$ cat src/rtl/player_motion_if.sv
// rtl/player_motion_if.sv - frame sync, button and sprite output bundle of one player's motion engine
interface player_motion_if;
  logic       vsync_n;
  logic       btn_left;
  logic       btn_right;
  logic       btn_jump;
  logic [9:0] pos_x;
  logic [9:0] pos_y;
  logic [3:0] state;
  logic       frame_tick;

  modport master (
    output vsync_n, btn_left, btn_right, btn_jump,
    input  pos_x, pos_y, state, frame_tick
  );

  modport slave (
    input  vsync_n, btn_left, btn_right, btn_jump,
    output pos_x, pos_y, state, frame_tick
  );
endinterface

$ cat src/rtl/player_motion.sv
// rtl/player_motion.sv - per-player walk/jump physics, stepped once per video frame on vsync fall
module player_motion #(
  parameter logic        [9:0] START_X    = 10'd100,
  parameter logic        [9:0] GROUND_Y   = 10'd380,
  parameter logic        [9:0] MIN_X      = 10'd0,
  parameter logic        [9:0] MAX_X      = 10'd576,
  parameter logic        [9:0] WALK_SPEED = 10'd4,
  parameter logic signed [7:0] JUMP_VEL   = 8'sd16,
  parameter logic signed [7:0] GRAVITY    = 8'sd1
) (
  input logic            clk,
  input logic            rst,
  player_motion_if.slave bus
);

  typedef enum logic [3:0] {
    ST_STAND = 4'd0,
    ST_JUMP  = 4'd1,
    ST_WALK  = 4'd2,
    ST_LAND  = 4'd3
  } state_t;

  localparam logic signed [11:0] GROUND_S = {2'b00, GROUND_Y};
  localparam logic signed [7:0]  MAX_FALL = -JUMP_VEL;

  logic left_meta, left_s;
  logic right_meta, right_s;
  logic jump_meta, jump_s;
  logic vsync_q;
  logic frame_tick;

  state_t            cur_state, nxt_state;
  logic        [9:0] x_r, x_nxt, x_step;
  logic        [9:0] y_r, y_nxt;
  logic signed [7:0] vel_r, vel_nxt, vel_dec, vel_fall;
  logic signed [11:0] y_sum;
  logic              jump_prev;
  logic              jump_req, go_left, go_right;

  // Button synchronizers and vsync falling-edge detect run every clock
  always_ff @(posedge clk or negedge rst) begin
    if (!rst) begin
      left_meta  <= 1'b0;
      left_s     <= 1'b0;
      right_meta <= 1'b0;
      right_s    <= 1'b0;
      jump_meta  <= 1'b0;
      jump_s     <= 1'b0;
      vsync_q    <= 1'b1;
      frame_tick <= 1'b0;
    end else begin
      left_meta  <= bus.btn_left;
      left_s     <= left_meta;
      right_meta <= bus.btn_right;
      right_s    <= right_meta;
      jump_meta  <= bus.btn_jump;
      jump_s     <= jump_meta;
      vsync_q    <= bus.vsync_n;
      frame_tick <= vsync_q & ~bus.vsync_n;
    end
  end

  always_ff @(posedge clk or negedge rst) begin
    if (!rst) begin
      cur_state <= ST_STAND;
      x_r       <= START_X;
      y_r       <= GROUND_Y;
      vel_r     <= 8'sd0;
      jump_prev <= 1'b0;
    end else if (frame_tick) begin
      cur_state <= nxt_state;
      x_r       <= x_nxt;
      y_r       <= y_nxt;
      vel_r     <= vel_nxt;
      jump_prev <= jump_s;
    end
  end

  always_comb begin
    nxt_state = cur_state;
    x_nxt     = x_r;
    y_nxt     = y_r;
    vel_nxt   = vel_r;

    jump_req = jump_s & ~jump_prev;
    go_left  = left_s & ~right_s;
    go_right = right_s & ~left_s;

    // Clamp before stepping so the 10-bit position can never wrap
    x_step = x_r;
    if (go_left)
      x_step = (x_r < MIN_X + WALK_SPEED) ? MIN_X : x_r - WALK_SPEED;
    else if (go_right)
      x_step = (x_r > MAX_X - WALK_SPEED) ? MAX_X : x_r + WALK_SPEED;

    y_sum    = $signed({2'b00, y_r}) - $signed({{4{vel_r[7]}}, vel_r});
    vel_dec  = vel_r - GRAVITY;
    vel_fall = (vel_dec < MAX_FALL) ? MAX_FALL : vel_dec;

    case (cur_state)
      ST_STAND, ST_WALK: begin
        x_nxt = x_step;
        if (jump_req) begin
          nxt_state = ST_JUMP;
          vel_nxt   = JUMP_VEL;
        end else if (go_left || go_right) begin
          nxt_state = ST_WALK;
        end else begin
          nxt_state = ST_STAND;
        end
      end
      ST_JUMP: begin
        x_nxt = x_step;
        if (y_sum >= GROUND_S) begin
          y_nxt     = GROUND_Y;
          vel_nxt   = 8'sd0;
          nxt_state = ST_LAND;
        end else if (y_sum < 12'sd0) begin
          y_nxt   = 10'd0;
          vel_nxt = 8'sd0;
        end else begin
          y_nxt   = y_sum[9:0];
          vel_nxt = vel_fall;
        end
      end
      ST_LAND: nxt_state = ST_STAND;
      default: nxt_state = ST_STAND;
    endcase
  end

  assign bus.pos_x      = x_r;
  assign bus.pos_y      = y_r;
  assign bus.state      = cur_state;
  assign bus.frame_tick = frame_tick;

endmodule

$ cat src/flat_wrapper.sv
// flat-port wrapper written by rule: the top's interface ports become plain ports
module player_motion_flat 
#(
  parameter logic        [9:0] START_X    = 10'd100,
  parameter logic        [9:0] GROUND_Y   = 10'd380,
  parameter logic        [9:0] MIN_X      = 10'd0,
  parameter logic        [9:0] MAX_X      = 10'd576,
  parameter logic        [9:0] WALK_SPEED = 10'd4,
  parameter logic signed [7:0] JUMP_VEL   = 8'sd16,
  parameter logic signed [7:0] GRAVITY    = 8'sd1
)
  (clk, rst, bus_vsync_n, bus_btn_left, bus_btn_right, bus_btn_jump, bus_pos_x, bus_pos_y, bus_state, bus_frame_tick);
  player_motion_if bus_i ();
  input logic clk;
  input logic rst;
  input wire logic [$bits(bus_i.vsync_n)-1:0] bus_vsync_n;
  input wire logic [$bits(bus_i.btn_left)-1:0] bus_btn_left;
  input wire logic [$bits(bus_i.btn_right)-1:0] bus_btn_right;
  input wire logic [$bits(bus_i.btn_jump)-1:0] bus_btn_jump;
  output wire logic [$bits(bus_i.pos_x)-1:0] bus_pos_x;
  output wire logic [$bits(bus_i.pos_y)-1:0] bus_pos_y;
  output wire logic [$bits(bus_i.state)-1:0] bus_state;
  output wire logic [$bits(bus_i.frame_tick)-1:0] bus_frame_tick;
  assign bus_i.vsync_n = bus_vsync_n;
  assign bus_i.btn_left = bus_btn_left;
  assign bus_i.btn_right = bus_btn_right;
  assign bus_i.btn_jump = bus_btn_jump;
  assign bus_pos_x = bus_i.pos_x;
  assign bus_pos_y = bus_i.pos_y;
  assign bus_state = bus_i.state;
  assign bus_frame_tick = bus_i.frame_tick;
  player_motion #(.START_X(START_X), .GROUND_Y(GROUND_Y), .MIN_X(MIN_X), .MAX_X(MAX_X), .WALK_SPEED(WALK_SPEED), .JUMP_VEL(JUMP_VEL), .GRAVITY(GRAVITY)) u_core (.clk(clk), .rst(rst), .bus(bus_i));
endmodule
$ cat config.mk
export PLATFORM = sky130hd
export DESIGN_NAME = player_motion_flat
export DESIGN_NICKNAME = d
export VERILOG_FILES = /design/src/rtl/player_motion_if.sv /design/src/rtl/player_motion.sv /design/src/flat_wrapper.sv
export SDC_FILE = /design/constraint.sdc
export NUM_CORES = 1
export LEC_CHECK = 0
export BUFFER_PORTS_ARGS = -buffer_cell sky130_fd_sc_hd__buf_2
export CAP_MARGIN = 10
export CORE_UTILIZATION = 63
export CTS_CLUSTER_SIZE = 10
export DETAILED_ROUTE_END_ITERATION = 16
export PLACE_DENSITY = 0.85
export SETUP_SLACK_MARGIN = 0.05
export SLEW_MARGIN = 10
export SYNTH_ARGS = -nofsm -noshare
export SYNTH_HDL_FRONTEND = slang
export SYNTH_SLANG_ARGS = --single-unit
$ cat constraint.sdc
create_clock -name clk -period 4.7 [get_ports clk]
set_input_delay 0.47 -clock clk [delete_from_list [all_inputs] [get_ports clk]]
set_output_delay 0.47 -clock clk [all_outputs]
set_load 0.01 [all_outputs]
==> summary.txt, run 1 <==
global-route wire length before repair: 9121 um
post-DP HPWL: 4008 um
wire length per cell: 16.10 um
Detailed Route Iter0 Violations: 165
Fill cells: 297
layout cell share with drive strength beyond 1: 23.36%
critical path class: flop to flop
H-tree levels: 2
nets@finish: 327
Avg Cell Area, Syn: 9.315 um^2
TNS Setup: 0 ns
GPL Wtd Cong: 0.9013
vias in the first global route: 1967
Post-CTS Setup Bufs: 0
routed via count: 2201
sequential area share after synthesis: 35.85%
Synthesis Warnings: 0
worst setup path end: u_core.vel_r[6]
period utilisation layout: 71.12%
relative slew slack: 46.14%
initial core utilization: 65.44%
CTS buffer count: 5
Root Driver: clkbuf_8
R2R cell count: 11
Max Fclk: 0.2992 GHz
CTS resizes: 0
Netlist Area Pre-Place: 2618 um^2
RSZ-0062 raised after global routing: no
FF/Latch Area: 938.4 um^2
HP Class: input port to async pin
gr ovfl total: 0
worst clock skew: 0.005977 ns
die area: 4416 um^2
Die X: 66.46 um
crit path capture type: flop
DRC Markers: 0
area occupied by multi-input gates: 1524 um^2
reg2reg setup slack: 1.36 ns
site row count: 23
Crit Reg-Reg Endpoint: u_core.vel_r[6]
WL met2: 2751 um
vias per cell: 6.218
worst r2r src: u_core.vel_r[0]
M1 WL: 2435 um
initial antenna violation count: 0
crit path max fanout: 18
CP top delay family: compound AO/OA/AOI/OAI gates
Post-synth EDFFs: 0
I/O pin count: 31
max-slew violations: 0
area delta synth->final: 8.748%
Arr. time, crit path: 3.53 ns
Buffers & Inverters on Critical Path: 1
CTS tree: done
Ant. Diodes: 0
Critical Path Slowest Stage Cell: a211oi_1
Final setup viols: 0
crit path time final: 3.343 ns
DR top layer: met4
PortBufs: 26
Clock Path Buffers: 2
clk slew on worst S/H paths: 0.08 ns
Primary FF master, synth: dfrtp_1
MaxCap Viol Count: 0
TritonRoute pass-1 iters: 4
# clock sinks: 37
synth unique cells: 68
Required @ worst endpoint: 4.89 ns
Hold Buf Count CTS: 0
Total GRT Usage: 27.85%
largest net degree at the start of global routing: 38
crit path launch type: flop
insertion delay of the later-clocked pin in the worst-skew pair: 0.30 ns
metal3 WL: 393 um
Final Hold Violating Endpoints: 0
slew of the pin with the lowest slew margin: 0.8078 ns
antenna-violating nets left: 0
CP max stage delay: 0.48 ns
worst-path cell chain: ha_1, inv_1, fa_1, a211oi_1, o21ai_1, a32oi_1, o211a_1, o21bai_2, o211ai_4, nor3_1, a221o_1
Core Footprint: 4000 um^2
outcome: finished clean
Mapped Cells: 281
die height: 66.46 um
Post-synth ARST share: 100.0%
Crit path depth: 11
DRT Wirelength: 5701 um
#FFs+latches synth: 37
crit path from: u_core.vel_r[0]
worst reg2reg max path: stages (launching register included):
cell and delay (ns):
dfrtp_1 0.46, ha_1 0.23, inv_1 0.07, fa_1 0.42
a211oi_1 0.48, o21ai_1 0.20, a32oi_1 0.30, o211a_1 0.20
o21bai_2 0.09, o211ai_4 0.26, nor3_1 0.17, a221o_1 0.37
layer usage:
layer  GRT usage [%]  vias to the layer above
li1                -                     1061
met1           36.25                     1038
met2           44.90                       89
met3           6.507                       13
met4           10.37                        0
met5               0                        -
cells in the final DEF, fill, tap and decap left out, types with 2 or more instances in the layout:
cell	n
nand2_1	28
dfrtp_1	27
buf_2	26
o21ai_0	21
inv_1	19
nor2_1	18
ha_1	17
a21oi_1	14
nor3_1	10
dfstp_2	10
xnor2_1	7
nand3_1	6
clkbuf_8	6
a21o_1	5
nor2b_1	5
o41ai_2	5
o21ai_1	4
o31ai_1	4
conb_1	4
nor4_1	3
a41oi_1	3
xor2_1	3
or2_2	3
nand2b_1	2
o211a_1	2
o21a_1	2
a211oi_1	2
a2111oi_2	2
and2b_2	2
a22o_2	2
a31oi_1	2
mux2_2	2
o22a_1	2
Yosys cell counts (all sizes together) (2+ instances only):
cell     number  share of area, %
a21oi        14               2.7
a31oi         2              0.48
nand3         6               1.1
o31ai         4               1.1
xnor2         8               2.7
o21bai        2              0.72
a22o          3               1.1
mux2          2              0.86
clkbuf        8               1.9
inv          19               2.7
o41ai         5               3.1
nor2b         6               1.5
nand2b        2              0.48
o22a          2              0.67
a41oi         3               1.0
a21o          5               1.4
dfrtp        27                26
o21ai        26               5.1
and2b         3              0.96
buf           6               2.0
o211a         2              0.76
nor4          3              0.72
xor2          3               1.0
o21a          2              0.57
dfstp        10                10
nor2         18               2.6
nor3         10               1.9
ha           17               8.1
or2           3              0.72
a2111oi       4               1.9
nand2        29               4.3
a211oi        3               1.1
worst min-delay path by stage:
stage	startpoint	to	slack, ns	depth (start not counted)
finish	rst	u_core.bus.pos_y[0]	0.25	1
global route	bus_btn_jump	u_core.jump_meta	0.26	1
CTS	bus_btn_jump	u_core.jump_meta	0.27	1
detailed placement	u_core.jump_meta	u_core.jump_s	0.34	0
global placement	u_core.left_meta	u_core.left_s	0.33	0
floorplan	rst	u_core.bus.frame_tick	0.17	0
layout make-up:
cell class	count	share of cell area (%)
sequential	37	32.97
clock inverter	2	1.319
tap	50	2.198
multi-input combinational	214	53.54
timing repair buffer	26	4.571
clock buffer	6	2.901
inverter	19	2.505
cell families (layout without fill, tap and decap cells):
logic type               after synthesis  after routing  share of synthesized area (%)
flip-flops                            37             37                          35.85
buffers and inverters                 33             53                          6.644
adder cells (fa/ha/maj)               18             18                          8.891
XOR/XNOR                              11             11                          3.681
AND/OR/NAND/NOR                       92             92                          18.17
multiplexers                           2              2                         0.8604
AO/OA/AOI/OAI                         87             87                          25.77
other                                  1              4                         0.1433
per-stage QoR:
stage	std cells	hold WS [ns]	util, %	instance area [um^2]	setup WS, ns
floorplan	284	0.1744	-	2629	1.909
global placement	346	0.3315	67.97	2719	1.489
detailed placement	346	0.3418	67.97	2719	1.382
CTS	354	0.2701	70.97	2839	1.282
global route	354	0.2598	71.16	2846	1.170
finish	354	0.2529	71.16	2846	1.357
flip-flops by register name (all words and copies together), names as in the netlist:
name / flops
u_core.bus.pos_y: 10
u_core.right_s: 1
u_core.jump_meta: 1
u_core.bus.frame_tick: 1
u_core.bus.state: 2
u_core.bus.pos_x: 8
u_core.jump_s: 1
u_core.left_meta: 1
u_core.left_s: 1
u_core.vel_r: 8
u_core.right_meta: 1
u_core.jump_prev: 1
u_core.vsync_q: 1
Power of run 1 is not shown: default switching activity piles up to over one toggle a cycle in this logic, so the estimate is an artifact.
==> run 2: changes to the inputs <==
- CORE_UTILIZATION: 63 -> 53
- PLACE_DENSITY: 0.85 -> 0.76
- clock period: 4.7 -> 2.9 ns (I/O delays scaled with it)
==> summary.txt, run 2 (synthesized netlist as in run 1, its figures left out) <==
MaxCap Viol Count: 0
CTS tree: done
Die X: 72.28 um
initial core utilization: 55.42%
max reg flops: 10
RSZ-0062 raised after global routing: yes
Core Footprint: 4723 um^2
DRT Wirelength: 5881 um
Max Fclk: 0.3588 GHz
crit path launch type: flop
# clock sinks: 37
crit path time final: 2.787 ns
Clock Path Buffers: 2
insertion delay of the later-clocked pin in the worst-skew pair: 0.29 ns
nets@finish: 345
vias per cell: 5.807
PortBufs: 26
slew of the pin with the lowest slew margin: 0.8366 ns
Root Driver: clkbuf_8
DP Worst Slack: -0.1054 ns
relative slew slack: 44.22%
CP max stage delay: 0.40 ns
Detailed Route Iter0 Violations: 122
H-tree levels: 2
Final Hold Violating Endpoints: 0
Buffers & Inverters on Critical Path: 3
crit path capture type: flop
die height: 72.28 um
layout cell share with drive strength beyond 1: 30.75%
TritonRoute pass-1 iters: 5
FF/Latch Area: 938.4 um^2
Fill cells: 356
period utilisation layout: 96.12%
worst clock skew: 0.004031 ns
outcome: finished clean
I/O pin count: 31
Ant. Diodes: 0
critical path class: flop to flop
Arr. time, crit path: 3.02 ns
TNS Setup: 0 ns
vias in the first global route: 1974
CTS buffer count: 5
gr ovfl total: 0
post-DP HPWL: 3941 um
wire length per cell: 15.12 um
site row count: 25
area delta synth->final: 18.02%
max-slew violations: 0
global-route wire length before repair: 8983 um
fin area: 3089 um^2
antenna-violating nets left: 0
worst-path cell chain: inv_1, ha_2, inv_2, fa_2, a211oi_4, o21ai_2, a32oi_2, nor2_2, o21bai_2, o211ai_4, buf_8, a2111oi_2, a221o_1
CP top delay family: compound AO/OA/AOI/OAI gates
commonest non-fill, non-tap cell in the layout: nand2_1
Final setup viols: 0
setup ws final: 0.1126 ns
initial antenna violation count: 0
clk slew on worst S/H paths: 0.08 ns
area occupied by multi-input gates: 1574 um^2
routed via count: 2259
Required @ worst endpoint: 3.14 ns
GPL Wtd Cong: 0.8643
largest net degree at the start of global routing: 38
HP Class: input port to async pin
die area: 5224 um^2
DRC Markers: 0
Total GRT Usage: 22.10%
crit path max fanout: 5
placed cell area: 2835 um^2
Critical Path Slowest Stage Cell: dfrtp_1
most frequent cells in the layout: nand2_1, dfrtp_1, buf_2
## run 2: timing repair
| item | in CTS | in global routing |
|---|---|---|
| setup endpoints to repair | 9 | 10 |
| pin swaps | 2 | 8 |
| hold buffers | 0 | 0 |
| gates resized for setup | 5 | 13 |
| buffers inserted | 0 | 6 |
| gates cloned | 0 | 1 |
## run 2: cell type report
class	count	area share (%)
Clock buffer	5	2.228
Clock inverter	3	1.499
Inverter	19	2.309
Multi-Input combinational cell	214	50.95
Sequential cell	37	30.38
Tap cell	67	2.714
Timing Repair Buffer	44	9.923
## run 2: layer usage
layer	part of all wire (%)	GRT usage (%)
met4	0.95	6.972
met3	4.8	3.750
met1	46	29.48
met2	49	36.76
met5	0	0
## run 2: final timing paths
kind | startpoint | endpoint | slack (ns) | cells after the start
setup / recovery | u_core.bus.pos_y[0] | u_core.vel_r[6] | 0.11 | 13
hold / removal | rst | u_core.bus.pos_y[7] | 0.09 | 1
setup reg to reg | u_core.bus.pos_y[0] | u_core.vel_r[6] | 0.11 | 13
hold reg to reg | u_core.jump_meta | u_core.jump_s | 0.35 | 0
max in group asynchronous | rst | u_core.bus.pos_x[7] | 2.28 | 1
min in group clk | bus_btn_left | u_core.left_meta | 0.10 | 1
## run 2: through the flow
stage,utilization (%),cells,hold slack (ns)
2_1_floorplan,-,284,-0.005591
3_3_place_gp,60.03,374,0.3348
3_5_place_dp,60.03,374,0.3379
4_1_cts,62.76,382,0.09397
5_1_grt,65.40,389,0.08618
6_report,65.40,389,0.08610
Power of run 2 is left out for the same reason.
==> run 3: changes to the inputs <==
- CORE_MARGIN: not set -> 3
- CORE_UTILIZATION: 53 -> 55
- CTS_BUF_LIST: not set -> sky130_fd_sc_hd__clkbuf_8
- PLACE_DENSITY: 0.76 -> 0.79
==> summary.txt, run 3 (synthesized netlist as in run 1, its figures left out) <==
outcome: finished clean
fin area: 3115 um^2
largest net degree at the start of global routing: 38
fin cells: 377
reg2reg setup slack: 0.02 ns
period utilisation layout: 99.15%
Root Driver: clkbuf_8
gr ovfl total: 0
crit path max fanout: 7
initial core utilization: 58.50%
site row count: 24
Hold Buf Count CTS: 0
CTS buffer count: 5
Detailed Route Iter0 Violations: 175
Required @ worst endpoint: 3.09 ns
vias in the first global route: 1959
max reg flops: 10
crit path launch type: flop
max-slew violations: 0
DRC Markers: 0
clk slew on worst S/H paths: 0.08 ns
CTS tree: done
commonest non-fill, non-tap cell in the layout: nand2_1
worst hold margin: 0.07594 ns
I/O pin count: 31
global-route wire length before repair: 9390 um
RSZ-0062 raised after global routing: yes
crit path time final: 2.875 ns
DRT Wirelength: 6258 um
die area: 5623 um^2
R2R cell count: 14
Ant. Diodes: 0
placed cell area: 2831 um^2
layout cell share with drive strength beyond 1: 34.46%
Placed Cells: 361
initial antenna violation count: 0
CP max stage delay: 0.39 ns
insertion delay of the later-clocked pin in the worst-skew pair: 0.30 ns
GPL Wtd Cong: 0.8974
area delta synth->final: 19.02%
H-tree levels: 2
relative slew slack: 45.93%
Total GRT Usage: 22.31%
PortBufs: 26
Final Hold Violating Endpoints: 0
TritonRoute pass-1 iters: 4
antenna-violating nets left: 0
wire length per cell: 16.60 um
Core Footprint: 4474 um^2
Final setup viols: 0
Crit Reg-Reg Endpoint: u_core.bus.state[1]
crit path capture type: flop
nets@finish: 348
worst clock skew: 0.008165 ns
critical path class: flop to flop
worst r2r src: u_core.bus.pos_y[0]
Max Fclk: 0.3478 GHz
worst-path cell chain: inv_1, ha_2, inv_2, fa_2, a211oi_4, o21ai_2, a32oi_2, nor2_1, o21bai_2, o211ai_4, buf_8, buf_6, and4bb_2, o22a_1
vias per cell: 6.154
# clock sinks: 37
die height: 74.99 um
most frequent cells in the layout: nand2_1, dfrtp_1, buf_2
Arr. time, crit path: 3.06 ns
post-DP HPWL: 4065 um
Die X: 74.99 um
MaxCap Viol Count: 0
routed via count: 2320
slew of the pin with the lowest slew margin: 0.8111 ns
HP Class: input port to async pin
Critical Path Slowest Stage Cell: dfrtp_1
Clock Path Buffers: 2
## run 3: changes by cell type in the layout (fill, tap and decap cells not counted), moves of 2 or more
cell | previous run | this run
clkinv_2 | 0 | 2
xnor2_2 | 0 | 2
o21ai_1 | 3 | 6
xnor2_1 | 8 | 6
buf_4 | 14 | 17
o21ai_0 | 21 | 18
nor3_1 | 10 | 8
## run 3: layer usage
layer / vias to the layer above / GRT usage (%) / share of wire [%]
met4: 0 / 10.28 / 2.0
met1: 1117 / 31.31 / 44
met5: - / 0 / 0
met2: 96 / 33.27 / 48
met3: 12 / 4.272 / 6.1
li1: 1095 / - / -
## run 3: how the worst max path moves through the flow
stage | startpoint | end | slack, ns | depth (start not counted)
3_3_place_gp | u_core.bus.pos_y[0] | u_core.vel_r[6] | -0.003 | 13
5_1_grt | u_core.bus.pos_y[0] | u_core.bus.state[1] | -0.06 | 14
3_5_place_dp | u_core.bus.pos_y[0] | u_core.vel_r[5] | -0.06 | 13
6_report | u_core.bus.pos_y[0] | u_core.bus.state[1] | 0.02 | 14
4_1_cts | u_core.bus.pos_y[0] | u_core.vel_r[2] | 0.05 | 13
2_1_floorplan | u_core.vel_r[1] | u_core.vel_r[3] | 0.11 | 10
## run 3: timing repair
item,4_1_cts,5_1_grt
pin swaps,2,15
setup buffers,0,8
resized for setup,3,33
endpoints found under the setup margin,6,17
## run 3: cell type report
cell class,instances,area [um^2]
sequential,37,938.4
multi-input combinational,214,1639
tap,52,65.06
timing repair buffer,47,315.3
fill,336,1359
clock inverter,3,17.52
clock buffer,5,68.82
inverter,19,71.32
## run 3: metrics by stage
step | setup WS, ns | TNS [ns] | util [%]
final | 0.02459 | 0 | 69.63
after global routing | -0.05791 | -0.1839 | 69.63
after CTS | 0.04954 | 0 | 65.49
after detailed placement | -0.05529 | -0.1452 | 63.28
after global placement | -0.002979 | -0.002979 | 63.28
after floorplan | 0.1093 | 0 | -
## run 3: worst max-delay path: cells and delay by family, from the launching register on
family                   cells  cell delay, ns
adder cells (fa/ha/maj)      2            0.57
AO/OA/AOI/OAI                6            1.12
AND/OR/NAND/NOR              2            0.28
flip-flops                   1            0.39
buffers and inverters        4            0.38
Power of run 3 is left out for the same reason.
